`src/rtl/shift_sequencer_if.sv`:
```
// Bus bundle between two requesters, the result consumer, the shared shift unit and shift_sequencer.
// The slave modport is the sequencer. The master modport is the surrounding clients and the shifter.
interface shift_sequencer_if #(
  parameter int unsigned N  = 15,
  parameter int unsigned AW = 4
);
  logic          req0_valid;
  logic          req0_ready;
  logic [N-1:0]  req0_data;
  logic [AW-1:0] req0_amount;
  logic          req0_dir;

  logic          req1_valid;
  logic          req1_ready;
  logic [N-1:0]  req1_data;
  logic [AW-1:0] req1_amount;
  logic          req1_dir;

  logic          resp_valid;
  logic          resp_ready;
  logic [N-1:0]  resp_data;
  logic          resp_id;

  logic [N-1:0]  sh_data;
  logic [2:0]    sh_shift;
  logic [2:0]    sh_dir;
  logic [N-1:0]  sh_result;

  modport slave (
    input  req0_valid, req0_data, req0_amount, req0_dir,
    input  req1_valid, req1_data, req1_amount, req1_dir,
    input  resp_ready, sh_result,
    output req0_ready, req1_ready,
    output resp_valid, resp_data, resp_id,
    output sh_data, sh_shift, sh_dir
  );

  modport master (
    output req0_valid, req0_data, req0_amount, req0_dir,
    output req1_valid, req1_data, req1_amount, req1_dir,
    output resp_ready, sh_result,
    input  req0_ready, req1_ready,
    input  resp_valid, resp_data, resp_id,
    input  sh_data, sh_shift, sh_dir
  );
endinterface

```
`src/rtl/shift_sequencer.sv`:
```
// Round-robin sharing of one 3-bit combinational shifter between two requesters.
// Shift amounts above 7 are split into several passes of at most 7 bits each.
module shift_sequencer #(
  parameter int unsigned N  = 15,
  parameter int unsigned AW = 4
) (
  input logic              clk,
  input logic              rst,
  shift_sequencer_if.slave bus
);
  localparam logic [AW-1:0] MAX_STEP = AW'(7);

  typedef enum logic [1:0] {IDLE, SHIFT, DONE} state_e;

  state_e        state_q;
  logic [N-1:0]  work_q;
  logic [AW-1:0] rem_q;
  logic [AW-1:0] rem_d;
  logic          dir_q;
  logic          id_q;
  logic          last_q;

  logic          any_req_c;
  logic          gnt_id_c;
  logic          accept_c;
  logic [AW-1:0] step_c;
  logic [N-1:0]  sel_data_c;
  logic [AW-1:0] sel_amount_c;
  logic          sel_dir_c;

  // Grant the sole valid requester, or the one not served last when both are valid.
  always_comb begin
    any_req_c = bus.req0_valid | bus.req1_valid;
    gnt_id_c  = 1'b0;
    if (bus.req0_valid && bus.req1_valid) begin
      gnt_id_c = ~last_q;
    end else if (bus.req1_valid) begin
      gnt_id_c = 1'b1;
    end
    accept_c     = (state_q == IDLE) && !rst && any_req_c;
    sel_data_c   = gnt_id_c ? bus.req1_data   : bus.req0_data;
    sel_amount_c = gnt_id_c ? bus.req1_amount : bus.req0_amount;
    sel_dir_c    = gnt_id_c ? bus.req1_dir    : bus.req0_dir;
  end

  // Each pass consumes up to 7 bits of the remaining amount.
  always_comb begin
    step_c = (rem_q > MAX_STEP) ? MAX_STEP : rem_q;
    rem_d  = rem_q - step_c;
  end

  assign bus.req0_ready = accept_c && !gnt_id_c;
  assign bus.req1_ready = accept_c &&  gnt_id_c;

  assign bus.sh_data  = work_q;
  assign bus.sh_shift = (state_q == SHIFT) ? 3'(step_c) : 3'd0;
  assign bus.sh_dir   = (state_q == SHIFT) ? {2'b00, dir_q} : 3'd0;

  assign bus.resp_valid = (state_q == DONE);
  assign bus.resp_data  = work_q;
  assign bus.resp_id    = id_q;

  // last_q resets to 1 so that req0 wins the first tie.
  always_ff @(posedge clk) begin
    if (rst) begin
      state_q <= IDLE;
      work_q  <= '0;
      rem_q   <= '0;
      dir_q   <= 1'b0;
      id_q    <= 1'b0;
      last_q  <= 1'b1;
    end else begin
      case (state_q)
        IDLE: begin
          if (accept_c) begin
            work_q  <= sel_data_c;
            rem_q   <= sel_amount_c;
            dir_q   <= sel_dir_c;
            id_q    <= gnt_id_c;
            last_q  <= gnt_id_c;
            state_q <= (sel_amount_c == '0) ? DONE : SHIFT;
          end
        end
        SHIFT: begin
          work_q <= bus.sh_result;
          rem_q  <= rem_d;
          if (rem_d == '0) begin
            state_q <= DONE;
          end
        end
        DONE: begin
          if (bus.resp_ready) begin
            state_q <= IDLE;
          end
        end
        default: state_q <= IDLE;
      endcase
    end
  end
endmodule

```
`src/flat_wrapper.sv`:
```
// flat-port wrapper written by rule: the top's interface ports become plain ports
module shift_sequencer_flat 
#(
  parameter int unsigned N  = 15,
  parameter int unsigned AW = 4
)
  (clk, rst, bus_req0_valid, bus_req0_data, bus_req0_amount, bus_req0_dir, bus_req1_valid, bus_req1_data, bus_req1_amount, bus_req1_dir, bus_resp_ready, bus_sh_result, bus_req0_ready, bus_req1_ready, bus_resp_valid, bus_resp_data, bus_resp_id, bus_sh_data, bus_sh_shift, bus_sh_dir);
  shift_sequencer_if #(.N(N), .AW(AW)) bus_i ();
  input logic clk;
  input logic rst;
  input wire logic [$bits(bus_i.req0_valid)-1:0] bus_req0_valid;
  input wire logic [$bits(bus_i.req0_data)-1:0] bus_req0_data;
  input wire logic [$bits(bus_i.req0_amount)-1:0] bus_req0_amount;
  input wire logic [$bits(bus_i.req0_dir)-1:0] bus_req0_dir;
  input wire logic [$bits(bus_i.req1_valid)-1:0] bus_req1_valid;
  input wire logic [$bits(bus_i.req1_data)-1:0] bus_req1_data;
  input wire logic [$bits(bus_i.req1_amount)-1:0] bus_req1_amount;
  input wire logic [$bits(bus_i.req1_dir)-1:0] bus_req1_dir;
  input wire logic [$bits(bus_i.resp_ready)-1:0] bus_resp_ready;
  input wire logic [$bits(bus_i.sh_result)-1:0] bus_sh_result;
  output wire logic [$bits(bus_i.req0_ready)-1:0] bus_req0_ready;
  output wire logic [$bits(bus_i.req1_ready)-1:0] bus_req1_ready;
  output wire logic [$bits(bus_i.resp_valid)-1:0] bus_resp_valid;
  output wire logic [$bits(bus_i.resp_data)-1:0] bus_resp_data;
  output wire logic [$bits(bus_i.resp_id)-1:0] bus_resp_id;
  output wire logic [$bits(bus_i.sh_data)-1:0] bus_sh_data;
  output wire logic [$bits(bus_i.sh_shift)-1:0] bus_sh_shift;
  output wire logic [$bits(bus_i.sh_dir)-1:0] bus_sh_dir;
  assign bus_i.req0_valid = bus_req0_valid;
  assign bus_i.req0_data = bus_req0_data;
  assign bus_i.req0_amount = bus_req0_amount;
  assign bus_i.req0_dir = bus_req0_dir;
  assign bus_i.req1_valid = bus_req1_valid;
  assign bus_i.req1_data = bus_req1_data;
  assign bus_i.req1_amount = bus_req1_amount;
  assign bus_i.req1_dir = bus_req1_dir;
  assign bus_i.resp_ready = bus_resp_ready;
  assign bus_i.sh_result = bus_sh_result;
  assign bus_req0_ready = bus_i.req0_ready;
  assign bus_req1_ready = bus_i.req1_ready;
  assign bus_resp_valid = bus_i.resp_valid;
  assign bus_resp_data = bus_i.resp_data;
  assign bus_resp_id = bus_i.resp_id;
  assign bus_sh_data = bus_i.sh_data;
  assign bus_sh_shift = bus_i.sh_shift;
  assign bus_sh_dir = bus_i.sh_dir;
  shift_sequencer #(.N(N), .AW(AW)) u_core (.clk(clk), .rst(rst), .bus(bus_i));
endmodule
```
`config.mk`:
```
export PLATFORM = sky130hd
export DESIGN_NAME = shift_sequencer_flat
export DESIGN_NICKNAME = d
export VERILOG_FILES = /design/src/rtl/shift_sequencer_if.sv /design/src/rtl/shift_sequencer.sv /design/src/flat_wrapper.sv
export SDC_FILE = /design/constraint.sdc
export NUM_CORES = 1
export LEC_CHECK = 0
export ABC_AREA = 0
export CORE_ASPECT_RATIO = 0.9
export CORE_UTILIZATION = 45
export CTS_BUF_LIST = sky130_fd_sc_hd__clkbuf_2 sky130_fd_sc_hd__clkbuf_4 sky130_fd_sc_hd__clkbuf_8
export DETAILED_ROUTE_END_ITERATION = 10
export DONT_BUFFER_PORTS = 1
export PLACE_DENSITY_LB_ADDON = 0.1
export SLEW_MARGIN = 20
export SYNTH_ARGS = -nofsm -noshare
export SYNTH_HDL_FRONTEND = slang
export SYNTH_SLANG_ARGS = --single-unit
```
`constraint.sdc`:
```
create_clock -name clk -period 1.6 [get_ports clk]
set_input_delay 0.48 -clock clk [delete_from_list [all_inputs] [get_ports clk]]
set_output_delay 0.48 -clock clk [all_outputs]
set_load 0.02 [all_outputs]
```
* After elaboration in Yosys (flattened, before gate mapping)
Cells that the tools add are included.
Storage, ports and cells: register bits after elaboration 24, bits of input ports 60
Cells by class: add/sub/neg operators 1, order comparisons 1, eq/ne operators 5, mux-type cells 17, bitwise operators 2, reductions and logical operators 14
Operator list (count):
- $mux 15 | 2
- $pmux 15 s2 | 1
- $mux 4 | 3
- $logic_not 4->1 | 2
- $mux 2 | 4
- $pmux 4 s2 | 1
- $pmux 2 s3 | 1
- $logic_and 1x1->1 | 5
- $gt 4x3->1 const B | 1
- $mux 1 | 4
- $ne 2x2->1 const B | 2
- $reduce_and 2->1 | 2
- $sub 4x4->4 | 1
- $mux 3 | 1
- $reduce_and 3->1 | 1
- $eq 2x1->1 const B | 1
- $eq 2x2->1 const B | 1
- $logic_not 1->1 | 2
- $logic_not 2->1 | 1
- $ne 2x1->1 const B | 1
- $reduce_bool 2->1 | 1
- $not 1->1 | 1
- $or 1x1->1 | 1

* Longest topological paths before layout
Gate-level depths: netlist (run 1).
depth in word-level cells 7, mapped depth 6, mapped depth without buffers 5

* Worst setup path before layout (run 1)
OpenSTA, ideal clock, no wires.
kind input to output, start point input port bus_req1_valid, end point output port bus_req1_ready, arrival 1.474 ns, required time 1.120 ns, setup slack -0.354 ns, stages 3, path buffers 1, cells stage by stage a21boi_4 buf_6 nor3b_1
On the way: cells in the longest elaborated chain, start to end 3, elaborated cells between the ends (all ways) 6
Ends and longest elaborated chain:
- start: declaration | line flat_wrapper.sv:15 | input wire logic [$bits(bus_i.req1_valid)-1:0] bus_req1_valid;
- $mux 1 (tied with other cells) | line shift_sequencer.sv:37 | end else if (bus.req1_valid) begin
- $mux 1 or $logic_and 1x1->1 (tied branches) | line shift_sequencer.sv:35, shift_sequencer.sv:40
- $logic_and 1x1->1 (*) | line shift_sequencer.sv:53 | assign bus.req1_ready = accept_c && gnt_id_c;
- end: declaration | line flat_wrapper.sv:22 | output wire logic [$bits(bus_i.req1_ready)-1:0] bus_req1_ready;
Every way passes the cells marked *; elsewhere a longest branch is shown, timed or not.

* Worst setup path in the final report (run 1)
start point register u_core.state_q[1], end point output port bus_req1_ready
On the way: cells in the longest elaborated chain, start to end 4
Ends and longest elaborated chain:
- start: declaration | line shift_sequencer.sv:15 | state_e state_q;
- start signal: assignment | line shift_sequencer.sv:81 | state_q <= (sel_amount_c == '0) ? DONE : SHIFT;
- $logic_not 2->1 | line shift_sequencer.sv:40 | accept_c = (state_q == IDLE) && !rst && any_req_c;
- $logic_and 1x1->1 (2 in series) | line shift_sequencer.sv:40
- $logic_and 1x1->1 | line shift_sequencer.sv:53
No other way between the ends.

==> results by group, run 1 <==
Outcome
  • Outcome: complete, but fails checks
  • Violated checks: setup timing

STA
  • Minimum clock period: 1.69 ns
  • Final setup margin: -0.0851 ns
  • Top achievable clock speed: just under 0.6 GHz
  • Fin. Hold Viols: 0
  • RSZ-0062 raised after global routing: yes
  • Max-slew violations: 0
  • Setup TNS: -0.204 ns
  • Final setup violation count: 7
  • Clock Skew: just under 0.005 ns
  • Period utilization: 105%

Global routing
  • Gr usage total: a little under a fifth
  • Largest net degree at the start of global routing: 22
  • First-pass GRT wire length: around 5300 um
  • Total gr overflow: 0
  • Vias in the first global route: between 1000 and 1500
  • Antenna violations before repair: 0

Floorplanning
  • Core Region: between 3000 and 4000 um^2
  • Rows: 19
  • Die Wd: about 64 um
  • Die ar.: approximately 3600 um^2
  • IO Pins: 100
  • DIE HEIGHT: around 57 um
  • Initial core utilization: 48.9%

Pwr
  • Worst vdd ir: 0.630 mV
  • Leak: between 0.6 and 0.7 nW
  • Power per standard cell area: 1190 nW/um^2

Route
  • Drt wl/cell: about 16 um
  • Antenna Nets Post-Route: 0
  • WL final: around 3500 um
  • Initial DRC count: 36
  • Vias: about 1300
  • DRC: 0
  • Avg Vias per Cell: around 5.9
  • First-pass DRT Iterations: 5

Worst setup path
  • CP arrival: roughly 1.2 ns
  • CP peak stage delay: roughly 0.36 ns
  • Buf/Inv on CP: 0
  • CP Data Required Time: 1.12 ns
  • Crit-path slowest cell: dfxtp_4
  • Crit-path cells: nor2_4 -> o21ai_4 -> nor3b_4
  • Critical Path Start Type: flop
  • Setup CP Type: flop to output pin
  • Worst-path maximum fanout: 5
  • Worst Setup End Kind: output pin
  • CP delay by family, top: simple AND/OR/NAND/NOR gates

Yosys
  • YS warnings: 0
  • Sequential area share after synthesis: between 30% and 40%
  • Synth cell types: 42
  • Synth Instances: about 180
  • Syn Std Cell Area: around 1500 um^2
  • Yosys reg bits: 24
  • Avg Inst Size Synth: 8.77 um^2

Cells and area
  • Final std cell area, no fill: approximately 1700 um^2
  • Fill count: between 300 and 400
  • Layout cells sized above 1: approximately 25%
  • Antenna diodes: 0
  • Area Growth Syn to Fin: 11.4%
  • Fin nets: around 240

Clock network
  • Clk sinks: 24
  • CTS Hold Buffers Added: 0
  • Worst skew pair latency: about 0.26 ns
  • Clock-pin slew on the worst setup and hold paths: roughly 0.08 ns
  • Num CTS Buffers: 3
  • CTS tree: done
  • CTS root buffer: clkbuf_8
  • Max Buffers Root-to-Sink: 2
  • H-tree depth: 1

Min path
  • Hold WC Path Type: input pin to flop

Placement
  • Pre-CTS setup slack: -0.0396 ns
  • Hpwl dp: ~2700 um
  • DP Area: ~1600 um^2
  • Final Wtd Congestion: approximately 0.85
  • Port bufs: 0

Job
  • # Max-Cap Violations: 0
[stage by stage]
step                utilization [%]  hold WS (ns)  cells  power, W
CTS                            53.3         0.262    213   0.00204
finish                         54.5         0.274    214   0.00204
global placement               49.5         0.480    206   0.00158
floorplan                         -         0.462    176   0.00153
global route                   54.5         0.257    214   0.00215
detailed placement             49.5         0.485    206   0.00161
[Yosys cell counts, drive strengths merged]
| cell | instances | area, um^2 |
|---|---|---|
| a211oi | 1 | 7.51 |
| a21boi | 2 | 26.3 |
| a21oi | 18 | 90.1 |
| a221o | 2 | 20.0 |
| a222oi | 1 | 10.0 |
| a22o | 14 | 123 |
| a22oi | 1 | 7.51 |
| a2bb2oi | 1 | 8.76 |
| a41oi | 1 | 8.76 |
| and2 | 1 | 6.26 |
| and2b | 1 | 7.51 |
| buf | 24 | 188 |
| clkbuf | 3 | 11.3 |
| conb | 1 | 3.75 |
| dfxtp | 24 | 480 |
| ha | 1 | 12.5 |
| inv | 1 | 3.75 |
| mux2 | 2 | 22.5 |
| mux2i | 18 | 180 |
| nand2 | 6 | 22.5 |
| nand2b | 6 | 37.5 |
| nor2 | 28 | 108 |
| nor2b | 3 | 26.3 |
| nor3 | 2 | 10.0 |
| nor3b | 1 | 7.51 |
| nor4 | 2 | 12.5 |
| o21ai | 2 | 10.0 |
| o21ba | 1 | 10.0 |
| o21bai | 1 | 18.8 |
| o221a | 2 | 22.5 |
| o311ai | 1 | 8.76 |
| o31ai | 1 | 7.51 |
| or3 | 1 | 6.26 |
| xnor2 | 1 | 8.76 |
[cells by family (layout without fill, tap and decap cells)]
logic type / Yosys count / in the layout / share of synthesized area (%)
AOI/OAI and AO/OA: 49 / 49 / 24.7
xor gates and xnor gates: 1 / 1 / 0.571
adders and majority gates: 1 / 1 / 0.816
buffers and inverters: 28 / 24 / 13.2
DFF: 24 / 24 / 31.3
muxes: 20 / 20 / 13.2
other: 1 / 2 / 0.244
and+or+nand+nor: 51 / 51 / 15.9
[path summary, 6_finish.rpt]
kind | start | depth (start not counted) | to | slack [ns]
worst max-delay path | u_core.state_q[1] | 3 | bus_req1_ready | -0.09
worst min register to register | u_core.dir_q | 2 | u_core.dir_q | 0.50
worst min-delay path | rst | 1 | u_core.state_q[0] | 0.27
worst max register to register | u_core.state_q[1] | 7 | u_core.rem_q[2] | 0.08
[report_power, final]
part | switching [W] | internal (W)
combinational | 0.000355 | 0.000359
sequential | 0.000271 | 0.000702
clock | 0.000182 | 0.000168
total | 0.000809 | 0.00123
[layer usage]
| layer | GRT usage, % | part of all wire (%) | vias to the layer above |
|---|---|---|---|
| met5 | 0 | 0 | - |
| met4 | 4.87 | 0.82 | 0 |
| met3 | 7.20 | 11 | 2 |
| met2 | 30.9 | 43 | 68 |
| met1 | 23.6 | 45 | 585 |
| li1 | - | - | 608 |
[worst reg2reg max path, stage by stage (launching register included)]
cell and delay, ns:
dfxtp_4 0.36, buf_6 0.12, and2b_2 0.22, buf_4 0.12
buf_4 0.12, a21oi_1 0.04, a221o_1 0.34, a21oi_1 0.13
[timing repair]
action / in CTS / in global routing
hold endpoints to repair: 0 / 0
buffers inserted: 4 / 2
gates resized for setup: 17 / 7
endpoints found under the setup margin: 6 / 6
pin swaps: 4 / 4
gates cloned: 0 / 0
[registers in the layout (all words and copies together), names as in the netlist]
| signal | cells |
|---|---|
| u_core.bus.resp_data | 15 |
| u_core.bus.resp_id | 1 |
| u_core.dir_q | 1 |
| u_core.last_q | 1 |
| u_core.rem_q | 4 |
| u_core.state_q | 2 |
[cell type report]
| class | count | area (um^2) | area share (%) |
|---|---|---|---|
| clock buffers | 3 | 41.3 | 2.42 |
| multi-input cells | 124 | 928 | 54.3 |
| well taps | 42 | 52.6 | 3.07 |
| inverters | 1 | 3.75 | 0.220 |
| flip-flops and latches | 24 | 489 | 28.6 |
| repair buffers | 20 | 194 | 11.3 |
[cells in the final DEF (no fill, tap or decap), drive strengths merged, types with 2 or more instances in the layout]
| cell | instances |
|---|---|
| nor2 | 28 |
| dfxtp | 24 |
| buf | 20 |
| mux2i | 18 |
| a21oi | 18 |
| a22o | 14 |
| nand2 | 6 |
| nand2b | 6 |
| clkbuf | 3 |
| nor2b | 3 |
| nor4 | 2 |
| a221o | 2 |
| conb | 2 |
| a21boi | 2 |
| o21ai | 2 |
| nor3 | 2 |
| mux2 | 2 |
| o221a | 2 |
Note: power is estimated with default switching activity, not from simulation.
==> inputs of run 2 (changes only) <==
RECOVER_POWER = 100   (was default)
==> results of run 2 <==
Same layout as run 1: the final DEF is identical, and so are final timing and power.
